**config.mk**
```make
export PLATFORM = sky130hd
export DESIGN_NAME = sdram_port_arbiter
export DESIGN_NICKNAME = d
export VERILOG_FILES = /design/src/rtl/sdram_arb_pkg.sv /design/src/rtl/sdram_arb_tag_fifo.sv /design/src/rtl/sdram_port_arbiter.sv
export SDC_FILE = /design/constraint.sdc
export NUM_CORES = 1
export LEC_CHECK = 0
export CAP_MARGIN = 20
export CORE_MARGIN = 1.5
export CORE_UTILIZATION = 68
export CTS_CLUSTER_SIZE = 8
export DETAILED_ROUTE_END_ITERATION = 10
export DONT_BUFFER_PORTS = 1
export GPL_TIMING_DRIVEN = 0
export PLACE_DENSITY_LB_ADDON = 0.08
export RECOVER_POWER = 50
export SLEW_MARGIN = 10
export SYNTH_ARGS = -nofsm -noshare
export SYNTH_HDL_FRONTEND = slang
export SYNTH_HIERARCHICAL = 1
export SYNTH_SLANG_ARGS = --single-unit
```
**constraint.sdc**
```tcl
create_clock -name clk -period 6.8 [get_ports clk]
set_input_delay 2.04 -clock clk [delete_from_list [all_inputs] [get_ports clk]]
set_output_delay 2.04 -clock clk [all_outputs]
set_load 0.05 [all_outputs]
```
**src/rtl/sdram_arb_pkg.sv**
```systemverilog
// Shared types and defaults for the two-port SDRAM command arbiter.
package sdram_arb_pkg;

  localparam int ARB_ADDR_W  = 22;
  localparam int ARB_DATA_W  = 16;
  localparam int ARB_BE_W    = 2;
  localparam int ARB_MAX_OUT = 4;
  localparam int ARB_CNT_W   = 16;

  typedef enum logic {
    ST_IDLE  = 1'b0,
    ST_ISSUE = 1'b1
  } arb_state_e;

  // Requester id: 0 = manual switch path, 1 = self-test.
  typedef logic owner_t;

  // Round-robin pick between two requesters; meaningful only when at least one is eligible.
  function automatic owner_t rr_pick(input logic elig0, input logic elig1, input owner_t last);
    return elig1 & (~elig0 | ~last);
  endfunction

endpackage

```
**src/rtl/sdram_arb_tag_fifo.sv**
```systemverilog
// Owner-tag FIFO: remembers which requester each outstanding read belongs to,
// so returned data is routed back in issue order.
module sdram_arb_tag_fifo
  import sdram_arb_pkg::*;
#(
  parameter int DEPTH = 4
) (
  input  logic                       clk,
  input  logic                       rst,
  input  logic                       push_i,
  input  owner_t                     push_data_i,
  input  logic                       pop_i,
  output owner_t                     head_o,
  output logic                       full_o,
  output logic                       empty_o,
  output logic [$clog2(DEPTH):0]     count_o
);

  localparam int AW = $clog2(DEPTH);

  owner_t          mem_q [DEPTH];
  logic [AW-1:0]   wr_ptr_q;
  logic [AW-1:0]   rd_ptr_q;
  logic [AW:0]     cnt_q;
  logic            do_push;
  logic            do_pop;

  assign full_o  = (cnt_q == (AW+1)'(DEPTH));
  assign empty_o = (cnt_q == '0);
  assign count_o = cnt_q;
  assign head_o  = mem_q[rd_ptr_q];

  // A pop frees a slot in the same cycle, so push is allowed when full if a pop accompanies it.
  assign do_pop  = pop_i & ~empty_o;
  assign do_push = push_i & (~full_o | do_pop);

  // Tag storage; contents are don't-care until written.
  always_ff @(posedge clk) begin
    if (do_push) begin
      mem_q[wr_ptr_q] <= push_data_i;
    end
  end

  // Pointers and occupancy count.
  always_ff @(posedge clk or posedge rst) begin
    if (rst) begin
      wr_ptr_q <= '0;
      rd_ptr_q <= '0;
      cnt_q    <= '0;
    end else begin
      if (do_push) wr_ptr_q <= wr_ptr_q + AW'(1);
      if (do_pop)  rd_ptr_q <= rd_ptr_q + AW'(1);
      case ({do_push, do_pop})
        2'b10:   cnt_q <= cnt_q + (AW+1)'(1);
        2'b01:   cnt_q <= cnt_q - (AW+1)'(1);
        default: cnt_q <= cnt_q;
      endcase
    end
  end

endmodule

```
**src/rtl/sdram_port_arbiter.sv**
```systemverilog
// Two-port round-robin arbiter in front of the SDRAM controller command port.
// One command is in flight on az_*; read data is steered back by an owner-tag FIFO.
// Optional grant statistics are built when ARB_STATS_EN is defined.
module sdram_port_arbiter
  import sdram_arb_pkg::*;
#(
  parameter int ADDR_W  = ARB_ADDR_W,
  parameter int DATA_W  = ARB_DATA_W,
  parameter int BE_W    = ARB_BE_W,
  parameter int MAX_OUT = ARB_MAX_OUT,
  parameter int CNT_W   = ARB_CNT_W
) (
  input  logic              clk,
  input  logic              rst,
  input  logic              r0_req,
  input  logic              r0_we,
  input  logic [BE_W-1:0]   r0_be_n,
  input  logic [ADDR_W-1:0] r0_addr,
  input  logic [DATA_W-1:0] r0_wdata,
  output logic              r0_ack,
  output logic              r0_rvalid,
  output logic [DATA_W-1:0] r0_rdata,
  input  logic              r1_req,
  input  logic              r1_we,
  input  logic [BE_W-1:0]   r1_be_n,
  input  logic [ADDR_W-1:0] r1_addr,
  input  logic [DATA_W-1:0] r1_wdata,
  output logic              r1_ack,
  output logic              r1_rvalid,
  output logic [DATA_W-1:0] r1_rdata,
  output logic              az_cs,
  output logic              az_wr_n,
  output logic              az_rd_n,
  output logic [BE_W-1:0]   az_be_n,
  output logic [ADDR_W-1:0] az_addr,
  output logic [DATA_W-1:0] az_data,
  input  logic              za_wait,
  input  logic              za_valid,
  input  logic [DATA_W-1:0] za_data,
  output logic              rd_err,
  output logic [CNT_W-1:0]  stat_gnt0,
  output logic [CNT_W-1:0]  stat_gnt1
);

  localparam int FCW = $clog2(MAX_OUT) + 1;

  arb_state_e        state_q, state_d;
  owner_t            last_q, last_d;
  owner_t            owner_q, owner_d;
  logic              az_cs_q, az_cs_d;
  logic              az_wr_n_q, az_wr_n_d;
  logic              az_rd_n_q, az_rd_n_d;
  logic [BE_W-1:0]   az_be_n_q, az_be_n_d;
  logic [ADDR_W-1:0] az_addr_q, az_addr_d;
  logic [DATA_W-1:0] az_data_q, az_data_d;
  logic              ack0_q, ack0_d;
  logic              ack1_q, ack1_d;
  logic              rvalid0_q, rvalid1_q;
  logic [DATA_W-1:0] rdata0_q, rdata1_q;
  logic              rd_err_q;

  logic              fifo_push;
  logic              fifo_pop;
  owner_t            fifo_head;
  logic              fifo_full;
  logic              fifo_empty;
  logic [FCW-1:0]    fifo_cnt;
  logic              read_room;
  logic              elig0, elig1;
  owner_t            gnt_owner;

  // Reads are only granted while a tag slot is free; writes never wait on the FIFO.
  assign read_room = (fifo_cnt < FCW'(MAX_OUT));
  assign elig0     = r0_req & (r0_we | read_room);
  assign elig1     = r1_req & (r1_we | read_room);
  assign gnt_owner = rr_pick(elig0, elig1, last_q);
  assign fifo_pop  = za_valid & ~fifo_empty;

  sdram_arb_tag_fifo #(
    .DEPTH (MAX_OUT)
  ) u_tag_fifo (
    .clk         (clk),
    .rst         (rst),
    .push_i      (fifo_push),
    .push_data_i (owner_q),
    .pop_i       (fifo_pop),
    .head_o      (fifo_head),
    .full_o      (fifo_full),
    .empty_o     (fifo_empty),
    .count_o     (fifo_cnt)
  );

  // Grant/issue FSM next-state and command register loads.
  always_comb begin
    state_d   = state_q;
    last_d    = last_q;
    owner_d   = owner_q;
    az_cs_d   = az_cs_q;
    az_wr_n_d = az_wr_n_q;
    az_rd_n_d = az_rd_n_q;
    az_be_n_d = az_be_n_q;
    az_addr_d = az_addr_q;
    az_data_d = az_data_q;
    ack0_d    = 1'b0;
    ack1_d    = 1'b0;
    fifo_push = 1'b0;
    unique case (state_q)
      ST_IDLE: begin
        if (elig0 | elig1) begin
          state_d = ST_ISSUE;
          owner_d = gnt_owner;
          last_d  = gnt_owner;
          az_cs_d = 1'b1;
          if (gnt_owner) begin
            ack1_d    = 1'b1;
            az_wr_n_d = ~r1_we;
            az_rd_n_d = r1_we;
            az_be_n_d = r1_be_n;
            az_addr_d = r1_addr;
            az_data_d = r1_wdata;
          end else begin
            ack0_d    = 1'b1;
            az_wr_n_d = ~r0_we;
            az_rd_n_d = r0_we;
            az_be_n_d = r0_be_n;
            az_addr_d = r0_addr;
            az_data_d = r0_wdata;
          end
        end
      end
      ST_ISSUE: begin
        // Fields stay frozen until the controller stops waiting.
        if (!za_wait) begin
          state_d   = ST_IDLE;
          az_cs_d   = 1'b0;
          az_wr_n_d = 1'b1;
          az_rd_n_d = 1'b1;
          fifo_push = ~az_rd_n_q & ~fifo_full;
        end
      end
      default: state_d = ST_IDLE;
    endcase
  end

  // FSM and command-port registers.
  always_ff @(posedge clk or posedge rst) begin
    if (rst) begin
      state_q   <= ST_IDLE;
      last_q    <= 1'b1;
      owner_q   <= 1'b0;
      az_cs_q   <= 1'b0;
      az_wr_n_q <= 1'b1;
      az_rd_n_q <= 1'b1;
      az_be_n_q <= '0;
      az_addr_q <= '0;
      az_data_q <= '0;
      ack0_q    <= 1'b0;
      ack1_q    <= 1'b0;
    end else begin
      state_q   <= state_d;
      last_q    <= last_d;
      owner_q   <= owner_d;
      az_cs_q   <= az_cs_d;
      az_wr_n_q <= az_wr_n_d;
      az_rd_n_q <= az_rd_n_d;
      az_be_n_q <= az_be_n_d;
      az_addr_q <= az_addr_d;
      az_data_q <= az_data_d;
      ack0_q    <= ack0_d;
      ack1_q    <= ack1_d;
    end
  end

  // Read return: route controller data to the owner at the FIFO head; orphan data flags rd_err.
  always_ff @(posedge clk or posedge rst) begin
    if (rst) begin
      rvalid0_q <= 1'b0;
      rvalid1_q <= 1'b0;
      rdata0_q  <= '0;
      rdata1_q  <= '0;
      rd_err_q  <= 1'b0;
    end else begin
      rvalid0_q <= 1'b0;
      rvalid1_q <= 1'b0;
      if (za_valid) begin
        if (fifo_empty) begin
          rd_err_q <= 1'b1;
        end else if (fifo_head) begin
          rvalid1_q <= 1'b1;
          rdata1_q  <= za_data;
        end else begin
          rvalid0_q <= 1'b1;
          rdata0_q  <= za_data;
        end
      end
    end
  end

`ifdef ARB_STATS_EN
  logic [CNT_W-1:0] gnt0_cnt_q;
  logic [CNT_W-1:0] gnt1_cnt_q;

  // Saturating grant counters, bumped on the grant edge.
  always_ff @(posedge clk or posedge rst) begin
    if (rst) begin
      gnt0_cnt_q <= '0;
      gnt1_cnt_q <= '0;
    end else begin
      if (ack0_d && (gnt0_cnt_q != '1)) gnt0_cnt_q <= gnt0_cnt_q + CNT_W'(1);
      if (ack1_d && (gnt1_cnt_q != '1)) gnt1_cnt_q <= gnt1_cnt_q + CNT_W'(1);
    end
  end

  assign stat_gnt0 = gnt0_cnt_q;
  assign stat_gnt1 = gnt1_cnt_q;
`else
  assign stat_gnt0 = '0;
  assign stat_gnt1 = '0;
`endif

  assign r0_ack    = ack0_q;
  assign r1_ack    = ack1_q;
  assign r0_rvalid = rvalid0_q;
  assign r1_rvalid = rvalid1_q;
  assign r0_rdata  = rdata0_q;
  assign r1_rdata  = rdata1_q;
  assign az_cs     = az_cs_q;
  assign az_wr_n   = az_wr_n_q;
  assign az_rd_n   = az_rd_n_q;
  assign az_be_n   = az_be_n_q;
  assign az_addr   = az_addr_q;
  assign az_data   = az_data_q;
  assign rd_err    = rd_err_q;

endmodule
```
**Word level (Yosys, flattened, before mapping)**

Memory sizes are Yosys's and may differ from the RTL's.
Cells that the tools add are included.

- Flip-flop bits (word level): 90
- RAM bits: 4
- Input bits: 104
- Output and inout bits: 112
- Logic and storage cells: 91
- Memories: 1

- $add $sub $neg: 4
- $lt $le $gt $ge: 1
- Equal/unequal tests: 5
- Mux-type cells: 33
- Bitwise gates (word level): 21
- Reductions and logical operators: 7

Memory list:

| memory | depth | width | rd ports | clocked after Yosys merged registers in | wr ports | RTL line | source |
|---|---|---|---|---|---|---|---|
| u_tag_fifo.mem_q | 4 | 1 | 1 | 0 | 1 | sdram_arb_tag_fifo.sv:21 | `owner_t mem_q [DEPTH];` |

Operator list:

| cell | number |
|---|---|
| 2-to-1 mux 1 bit | 25 |
| 2-to-1 mux 22 bit | 1 |
| 2-to-1 mux 16 bit | 1 |
| inverter 1 bit | 9 |
| one-hot mux 1 bit (2 select lines) | 4 |
| AND 1 bit | 7 |
| one-hot mux 3 bit (2 select lines) | 1 |
| AND reduction 2 bit | 3 |
| AND reduction 3 bit | 2 |
| OR 1 bit | 5 |
| adder 2 x 1 -> 2 bit (second input constant) | 2 |
| != test 2 bit (second input constant) | 2 |
| adder 3 x 1 -> 3 bit (second input constant) | 1 |
| == test 3 bit (second input constant) | 1 |
| logical NOT 3 bit | 1 |
| less-than comparator 3 bit (second input constant) | 1 |
| subtractor 3 x 1 -> 3 bit (second input constant) | 1 |
| == test 2 x 1 -> 1 bit (second input constant) | 1 |
| == test 2 bit (second input constant) | 1 |
| 2-to-1 mux 2 bit | 1 |
| nonzero test 2 bit | 1 |

**Longest topological paths before layout**

- Word-level depth: 9
- Mapped depth: 9
- Depth with buffers taken out: 8

**Modules after synthesis**

The synthesis kept the hierarchy.

Modules (own cells, without submodules):

| module | times used | cells each | area each (µm²) | seq. area each (µm²) |
|---|---|---|---|---|
| sdram_port_arbiter | 1 | 319 | 3,811.2 | 2,080.7 |
| sdram_arb_tag_fifo | 1 | 58 | 671.9 | 295.3 |

**Worst setup path after synthesis**

OpenSTA, ideal clock, no wires.

- Path type: input -> register
- Start point: in za_valid
- End point: reg u_tag_fifo.cnt_q[2] (netlist: u_tag_fifo/count_o[2])
- Library setup time: 126 ps
- Data arrival time: 3,850 ps
- Path slack: 2,823 ps
- Stages on the path: 8
- Buffers on the path: 1
- Cells stage by stage: nor2b_2 clkbuf_1 nand2b_1 or2_2 fa_1 or4bb_2 o22ai_1 a221o_2

- Cells in the longest elaborated chain, start to end: 6
- Elaborated cells between the ends (all ways): 8
- Those cells by class: eq/ne (2); mux (1); bitwise (4); reduce/logical (1)

Ends and longest elaborated chain:

| item | RTL line | source |
|---|---|---|
| from (decl) | sdram_port_arbiter.sv:38 | `input logic za_valid,` |
| AND 1 bit (*) | sdram_port_arbiter.sv:77 | `assign fifo_pop = za_valid & ~fifo_empty;` |
| AND 1 bit (*) | sdram_arb_tag_fifo.sv:34 | `assign do_pop = pop_i & ~empty_o;` |
| OR 1 bit | sdram_arb_tag_fifo.sv:35 | `assign do_push = push_i & (~full_o \| do_pop);` |
| AND 1 bit | sdram_arb_tag_fifo.sv:35 |  |
| == test 2 x 1 -> 1 bit or == test 2 bit (tied branches) | sdram_arb_tag_fifo.sv:53 | `case ({do_push, do_pop})` |
| one-hot mux 3 bit (2 select lines) or nonzero test 2 bit (tied branches) | n/a |  |
| to (signal assigned) | sdram_arb_tag_fifo.sv:54 | `2'b10: cnt_q <= cnt_q + (AW+1)'(1);` |
| to (signal assigned) | sdram_arb_tag_fifo.sv:55 | `2'b01: cnt_q <= cnt_q - (AW+1)'(1);` |
| to (signal assigned) | sdram_arb_tag_fifo.sv:56 | `default: cnt_q <= cnt_q;` |
| to (decl) | sdram_arb_tag_fifo.sv:24 | `logic [AW:0] cnt_q;` |

Every way passes the cells marked *; elsewhere a longest branch is shown, timed or not.
A chain may end at the register's enable or synchronous reset.

**Final worst setup path**

Ends and elaborated chain as after synthesis.

==> impl_metrics.py <==
metrics = {
    "die": {
        "start_util_pct": 70.6,
        "dieArea_mm2": 0.00709,
        "io_pins": 216,
        "dieHeight_um": 84.2,
        "dieWidth_um": 84.2,
        "rows": 29,
        "core-area_mm2": 0.00635,
    },
    "logic_synthesis": {
        "ys_seq_area_share_pct": 53.0,
        "yosysWarningCount": 6,
        "synth-seq-cells": 94,
        "async_flop_share_pct": 95.7,
        "ys_types": 52,
        "synth_area_mm2": 0.00448,
        "synth-main-ff-cell": "dfrtp_1",
        "synth_edf_count": 4,
        "syn_avg_cell_area_um2": 11.9,
        "synth_cells": 377,
    },
    "layout": {
        "multi_input_area_mm2": 0.00180,
        "seqCellArea_mm2": 0.00238,
        "antennaDiodeCount": 0,
        "n_fill_cell": 427,
        "fin_cells": 501,
        "synthToLayoutAreaGrowth_pct": 9.66,
        "layout-drive-gt1-share_pct": 23.8,
        "fin_nets": 529,
        "utilization_pct": 77.4,
    },
    "timing": {
        "report.final.slew_viol_count": 40,
        "rsz0062_at_grt": "false",
        "tightest_slew_ps": 1740,
        "maxSlewHeadroom_pct": -16.7,
        "hold_slack_ps": 485,
        "finalSetupViolCount": 0,
        "max_freq_ghz": 0.257,
        "setup_ws_ps": 2910,
        "fin_skew_ps": 9.28,
        "fin_setup_tns_ps": 0,
        "fin_crit_sh_pct": 57.2,
        "final_hold_viol_count": 0,
        "period_minus_slack_ps": 3890,
    },
    "global_route": {
        "grt_use_total_pct": 25.7,
        "grt_pass1_wl_um": 14100,
        "antenna_found_initial": 0,
        "grt_pass1_vias": 2726,
        "grt-ovfl-total": 0,
        "grt_max_degree": 45,
    },
    "worst_setup_path": {
        "crit_fanout": 10,
        "cp_slowest_cell": "fa_1",
        "cp_cell_sequence": "nor2b_1 > clkbuf_1 > nand2b_1 > or2_2 > fa_1 > or4bb_2 > o22ai_1 > a221o_2",
        "critPathCaptureType": "register",
        "critical_path_class": "input port to register",
        "startpoint_type": "input port",
        "cp.arrival_ps": 4130,
        "r2r_slack_ps": 3840,
        "cp_data_required_time_ps": 7040,
        "slowest_delay_ps": 420,
        "reg2reg_depth": 9,
    },
    "status": {
        "failed_checks": "max-capacitance violations, max-slew violations",
        "status": "complete, but fails checks",
    },
    "placed_design": {
        "port_buffers": 0,
        "gp_congestion": 0.861,
        "dpl_worst_slack_ps": 2630,
        "place_inst": 486,
        "dp_hpwl_um": 7070,
    },
    "detailed_routing": {
        "drt_iter0_drc": 90,
        "via_per_inst": 5.57,
        "wl_per_cell_um": 18.0,
        "wl_um": 9030,
        "antenna_left": 0,
        "routed-via-count": 2790,
        "drc_errors": 0,
        "first_pass_iters": 4,
    },
    "clocking": {
        "cts_tree": "yes",
        "cts_setup_buffers": 0,
        "root_buffer": "clkbuf_8",
        "clkLatencyLatePin_ps": 360,
        "clkSinkCount": 94,
        "cts_resized": 0,
        "clkTransAtPathRegs_ps": 80,
        "ctsHoldBuffers": 0,
        "cts_max_path_buffers": 2,
        "cts_inserted_buffers": 9,
        "h-tree-depth": 3,
    },
    "worst_hold_path": {
        "min_path_cells": 1,
        "min_path_type": "register to register",
    },
    "run": {
        "max_cap_violations": 1,
    },
    "power": {
        "ir_worst_vdd_mv": 0.398,
        "power.leakage_uw": 0.00234,
        "pwr_density_cell_mw_per_mm2": 591,
    },
}
[cell usage in the layout, fill, tap and decap left out, types with 5 or more instances in the layout]
| cell type | synthesis | final |
|---|---|---|
| clkbuf_8 | 0 | 9 |
| nor2b_1 | 4 | 5 |
| conb_1 | 1 | 32 |
| mux2i_1 | 40 | 40 |
| a21oi_1 | 43 | 43 |
| buf_12 | 4 | 5 |
| dfrtp_1 | 87 | 87 |
| mux2_2 | 26 | 26 |
| nor2_1 | 46 | 46 |
| clkbuf_1 | 1 | 10 |
| buf_4 | 33 | 33 |
| inv_1 | 9 | 8 |
| mux2_1 | 6 | 6 |
[logic make-up after synthesis]
kind of cell             after synthesis  synth area share, %
flip-flops                            94                 53.0
AND/OR/NAND/NOR                       76                 8.32
multiplexers                          74                 17.8
AO/OA/AOI/OAI                         63                 8.76
buffers and inverters                 59                 9.49
adder cells (fa/ha/maj)                5                 1.56
XOR/XNOR                               5                0.977
other                                  1               0.0836
[power breakdown]
group          switching, µW  leakage (µW)  internal (µW)
registers               1030       0.00106            814
logic                    342       0.00117            334
clock network            192      0.000104            193
[per-layer routing]
metal / vias up / wire [µm] / global-route usage, %
met4: 0 / 97 / 5.51
met3: 10 / 722 / 9.73
met1: 1331 / 3380 / 30.4
li1: 1327 / - / -
met2: 122 / 4830 / 45.0
met5: - / 0 / 0
[cells in the mapped netlist, drive strengths merged, types with 2 or more instances]
cell type,number,area [µm²]
and2,5,36.3
buf,49,388
nand2,5,21.3
o211ai,2,28.8
o22ai,2,12.5
mux2,33,375
nand2b,4,25.0
mux2i,40,400
nand3b,2,15.0
xor2,2,17.5
dfrtp,87,2180
a21o,3,22.5
nor2,46,173
inv,9,33.8
edfxtp,4,120
o21a,2,22.5
xnor2,3,26.3
o21ai,2,10.0
nor2b,6,47.5
dfstp,3,78.8
nor3,2,10.0
a21oi,43,215
ha,4,50.1
[through the flow]
stage          instance area (µm²)  power (µW)
2_1_floorplan                 4600        2370
3_3_place_gp                  4700        2500
3_5_place_dp                  4720        2550
4_1_cts                       4930        2930
5_1_grt                       4920        3040
6_report                      4920        2910
[worst max-delay path, delay by kind of cell]
kind,cells,cell delay [ps]
simple gates,4,940
fa+ha+maj,1,420
buf+inv,1,370
compound gates,2,360
[layout make-up]
type                       count  area share [%]
sequential                    94            48.3
clock inverter                 5            1.30
tap                           77            1.96
inverter                       9           0.713
multi-input combinational    255            36.5
buffer                        50            7.74
clock buffer                  10            3.03
timing repair buffer           1           0.407
[state kept, by name (all words and copies together) (netlist names), 2 cells and up]
signal,cells
u_tag_fifo/wr_ptr_q,2
r0_rdata,16
u_tag_fifo/mem_q,4
az_addr,22
u_tag_fifo/rd_ptr_q,2
r1_rdata,16
az_data,16
az_be_n,2
u_tag_fifo/count_o,3
[worst paths after layout]
check / endpoint / from
max in group asynchronous: az_wr_n / rst
worst max register to register: u_tag_fifo/count_o[2] / u_tag_fifo/count_o[2]
worst min register to register: u_tag_fifo/rd_ptr_q[1] / u_tag_fifo/rd_ptr_q[1]
worst min-delay path: u_tag_fifo/rd_ptr_q[1] / u_tag_fifo/rd_ptr_q[1]
min in group asynchronous: u_tag_fifo/rd_ptr_q[0] / rst
worst max-delay path: u_tag_fifo/count_o[2] / za_valid
Power figures use the tool's default switching activity.
